### config.mk
export PLATFORM = sky130hd
export DESIGN_NAME = regfile_wr_arbiter
export DESIGN_NICKNAME = d
export VERILOG_FILES = /design/src/rtl/regfile_wr_arbiter.sv
export SDC_FILE = /design/constraint.sdc
export NUM_CORES = 1
export LEC_CHECK = 0
export CELL_PAD_IN_SITES_DETAIL_PLACEMENT = 1
export CELL_PAD_IN_SITES_GLOBAL_PLACEMENT = 2
export CORE_MARGIN = 2
export CORE_UTILIZATION = 37
export DETAILED_ROUTE_END_ITERATION = 16
export DONT_BUFFER_PORTS = 1
export PLACE_DENSITY_LB_ADDON = 0.2
export SETUP_SLACK_MARGIN = 0.2
export SKIP_CTS_REPAIR_TIMING = 1
export SYNTH_ARGS = -nofsm -noshare
export SYNTH_HDL_FRONTEND = slang
export SYNTH_SLANG_ARGS = --single-unit
### constraint.sdc
create_clock -name clk -period 4.55 [get_ports clk]
set_input_delay 0.91 -clock clk [delete_from_list [all_inputs] [get_ports clk]]
set_output_delay 0.91 -clock clk [all_outputs]
set_load 0.01 [all_outputs]
### src/rtl/regfile_wr_arbiter.sv
// Round-robin write-port arbiter feeding the register-file select decoder, strobe and data.
// Optional macro REGARB_R0_PROTECT_EN: register 0 is read-only; writes to it are granted but flagged on err.
module regfile_wr_arbiter #(
  parameter int NREQ = 4,
  parameter int DW   = 16
) (
  input  logic                 clk,
  input  logic                 rst_n,
  input  logic [NREQ-1:0]      req,
  input  logic [4*NREQ-1:0]    addr,
  input  logic [DW*NREQ-1:0]   data,
  output logic [NREQ-1:0]      gnt,
  output logic [3:0]           sel,
  output logic                 we,
  output logic [DW-1:0]        wdata,
  output logic                 busy,
  output logic                 err
);

  localparam int LW = $clog2(NREQ);

  typedef enum logic {
    IDLE  = 1'b0,
    WRITE = 1'b1
  } state_t;

  state_t          state, state_nxt;
  logic [LW-1:0]   last;
  logic [LW-1:0]   cand;
  logic            win_valid;
  logic [LW-1:0]   win_idx;
  logic [NREQ-1:0] win_onehot;
  logic [3:0]      win_addr;
  logic [DW-1:0]   win_data;
  logic            launch;
  logic            wr_blocked;

  // Scan from the farthest candidate back to last+1 so the nearest requester overwrites any earlier hit.
  always_comb begin
    // NOTE: every combinational output gets a default first, so no path leaves it unassigned (no latch).
    win_valid = 1'b0;
    win_idx   = last;
    cand      = '0;
    for (int k = NREQ; k >= 1; k--) begin
      cand = LW'((int'(last) + k) % NREQ);
      if (req[cand]) begin
        win_valid = 1'b1;
        win_idx   = cand;
      end
    end
  end

  always_comb begin
    win_addr   = '0;
    win_data   = '0;
    win_onehot = '0;
    for (int i = 0; i < NREQ; i++) begin
      if (LW'(i) == win_idx) begin
        win_addr      = addr[4*i +: 4];
        win_data      = data[DW*i +: DW];
        win_onehot[i] = 1'b1;
      end
    end
  end

  always_ff @(posedge clk or negedge rst_n) begin
    if (!rst_n) begin
      // NOTE: sequential state uses non-blocking assignments so every register samples pre-edge values.
      state <= IDLE;
    end else begin
      state <= state_nxt;
    end
  end

  always_comb begin
    state_nxt = state;
    unique case (state)
      IDLE:    if (win_valid) state_nxt = WRITE;
      WRITE:   state_nxt = IDLE;
      default: state_nxt = IDLE;
    endcase
  end

  always_comb begin
    busy = (state == WRITE);
  end

  assign launch = (state == IDLE) && win_valid;

`ifdef REGARB_R0_PROTECT_EN
  assign wr_blocked = (win_addr == 4'd0);

  always_ff @(posedge clk or negedge rst_n) begin
    if (!rst_n) begin
      err <= 1'b0;
    end else begin
      err <= launch && wr_blocked;
    end
  end
`else
  assign wr_blocked = 1'b0;
  assign err        = 1'b0;
`endif

  // Strobe and grant default low so each lasts exactly the single WRITE cycle; sel/wdata hold.
  always_ff @(posedge clk or negedge rst_n) begin
    if (!rst_n) begin
      gnt   <= '0;
      sel   <= '0;
      we    <= 1'b0;
      wdata <= '0;
      last  <= LW'(NREQ - 1);
    end else begin
      gnt <= '0;
      we  <= 1'b0;
      if (launch) begin
        gnt   <= win_onehot;
        sel   <= win_addr;
        wdata <= win_data;
        we    <= !wr_blocked;
        last  <= win_idx;
      end
    end
  end

endmodule

==> impl_metrics.ini <==
[status]
status = complete, no violations

[timing]
slew_viol_final = 0
fin_skew_ns = 0.002782
holdWs_ns = 0.3306
setup-tns-final_ns = 0
fmax_mhz = 393.3
rsz0062_at_grt = no
fin_crit_ns = 2.542
finalSetupViolations = 0
hold_viol = 0
fin_crit_sh_pct = 55.87
worstMarginPinSlew_ns = 0.8629
relSlewSlack_pct = 42.47

[global_routing]
grt_max_degree = 28
antenna_found_initial = 0
grt_pass1_vias = 1291
track_usage_pct = 16.49
grt_overflow = 0
grt_first_pass_wirelength_mm = 6.492

[floorplanning]
core_area_um2 = 4086
die_width_um = 69.95
die-height_um = 69.95
start_util_pct = 39.38
rows = 23
io_pins = 113
dieArea_um2 = 4892

[clock_network]
clk_pin_slew_ns = 0.09
htreeDepth = 1
cts_tree = done
cts_root_buf = clkbuf_8
cts_buffers = 3
clkLatencyLatePin_ns = 0.26
clock_path_buffers = 2
clkSinkCount = 27

[synthesis]
synth_cell_types = 25
synth_seq_cells = 27
synth_area_leaders = dfrtp_1 (39%), mux2i_1 (25%), o221ai_1 (11%), nand2_1 (5.4%), buf_12 (3.7%)
syn_avg_cell_area_um2 = 10.80
synth_top_area_cell = dfrtp_1
ys_warn_count = 0
syn_nets = 235
synth_top_area_share_pct = 38.88
ys_seq_area_share_pct = 42.15
synthCells = 149
syn_area_um2 = 1609

[layout]
final_cell_area_um2 = 1609
n_antenna_cell = 0
final_cell_mix = mux2i_1 (40), dfrtp_1 (25), nand2_1 (23), o221ai_1 (20), nor2_1 (6)
drive_gt1_share_pct = 8.451
area_growth_pct = -0.0001864
nNetsFinal = 229
final_common_cell = mux2i_1
fin_util_pct = 39.38

[critical_path]
cpPeakStageDelay_ns = 0.63
crit_fanout = 23
critical_path_class = in2reg
cp-start-kind = input port
arrival_ns = 2.64
slowest_stage = nand2_1
crit_chain = nor2_1 -> a21o_1 -> inv_2 -> nand2_1 -> o221ai_1
rr_worst_depth = 4
endpoint_kind = register
critPathRequiredTime_ns = 4.65

[detailed_routing]
ant_nets = 0
avgViaCountPerCell = 6.057
drt_iter0_drc = 29
drt_first_pass_iters = 4
drt_wl_total_mm = 3.918
wl_per_cell_um = 20.41
via_count = 1163
drc_errors = 0

[power]
p_leak_uw = 0.0007545
vdd_drop_max_v = 0.0002670
p_per_area_nw_per_um2 = 700.3

[place]
place_area_um2 = 1564
globalplace.congestion = 0.8557
port_buffers = 0
dp_hpwl_mm = 2.995

[flow_run]
maxCapViolCount = 0

[min_path]
hold_path.class = in2async
==> report_power, final <==
| group | switching [uW] | internal (uW) |
|---|---|---|
| sequential | 132 | 357 |
| clock | 68.6 | 62.5 |
| combinational | 278 | 229 |
| total | 478 | 649 |
==> critical path: cells and delay by family <==
family | cells | cell delay [ns]
compound gates | 2 | 0.84
buf+inv | 1 | 0.15
simple gates | 2 | 0.71
==> routing by layer <==
metal / wire [um] / vias up / track usage, % / part of all wire, %
li1: - / 532 / - / -
met1: 1449 / 557 / 18.38 / 37
met2: 2005 / 70 / 29.52 / 51
met3: 430 / 4 / 6.926 / 11
met4: 32 / 0 / 2.991 / 0.82
met5: 0 / - / 0 / 0
==> synth_stat cells (all sizes together) <==
library cell,count
inv,3
mux2i,40
a21o,1
dfstp,2
o21ai,3
nor2,7
buf,11
or2,1
nor3,1
o221ai,20
clkbuf,2
nand2b,4
dfrtp,25
a21oi,3
conb,1
nand2,23
o21a,1
a211oi,1
==> stage by stage <==
step / total power [uW] / instances / worst slack [ns]
after floorplan: 987.4 / 149 / 2.515
after global placement: 986.0 / 188 / 1.760
after detailed placement: 1019 / 188 / 1.622
after CTS: 1152 / 192 / 1.909
after global routing: 1231 / 192 / 1.705
final: 1127 / 192 / 2.008
==> sequential cells by signal (all words and copies together), names as in the netlist <==
signal and cells:
wdata 16, gnt 4, sel 4, last 2
busy 1
==> final cells by class <==
| class | count | area, um^2 |
|---|---|---|
| repair buffers | 2 | 15.01 |
| fillers | 468 | 2477 |
| well taps | 50 | 62.56 |
| clock buffers | 4 | 45.04 |
| flip-flops and latches | 27 | 678.2 |
| inverters | 3 | 11.26 |
| multi-input cells | 106 | 797.0 |
==> kinds of logic after synthesis <==
| logic type | Yosys count | share of synthesized area (%) |
|---|---|---|
| other cells | 1 | 0.2331 |
| mux | 40 | 24.88 |
| flops | 27 | 42.15 |
| compound gates | 29 | 14.15 |
| simple gates | 36 | 9.876 |
| buf+inv | 16 | 8.709 |
==> worst paths after layout <==
path | startpoint | endpoint | slack, ns
min reg2reg | last[0] | last[0] | 0.57
min in group clk | last[0] | last[0] | 0.57
min | rst_n | busy | 0.33
max | req[3] | wdata[9] | 2.01
max in group asynchronous | rst_n | last[0] | 4.05
max reg2reg | busy | wdata[9] | 2.27
(Power assumes the default switching activity.)
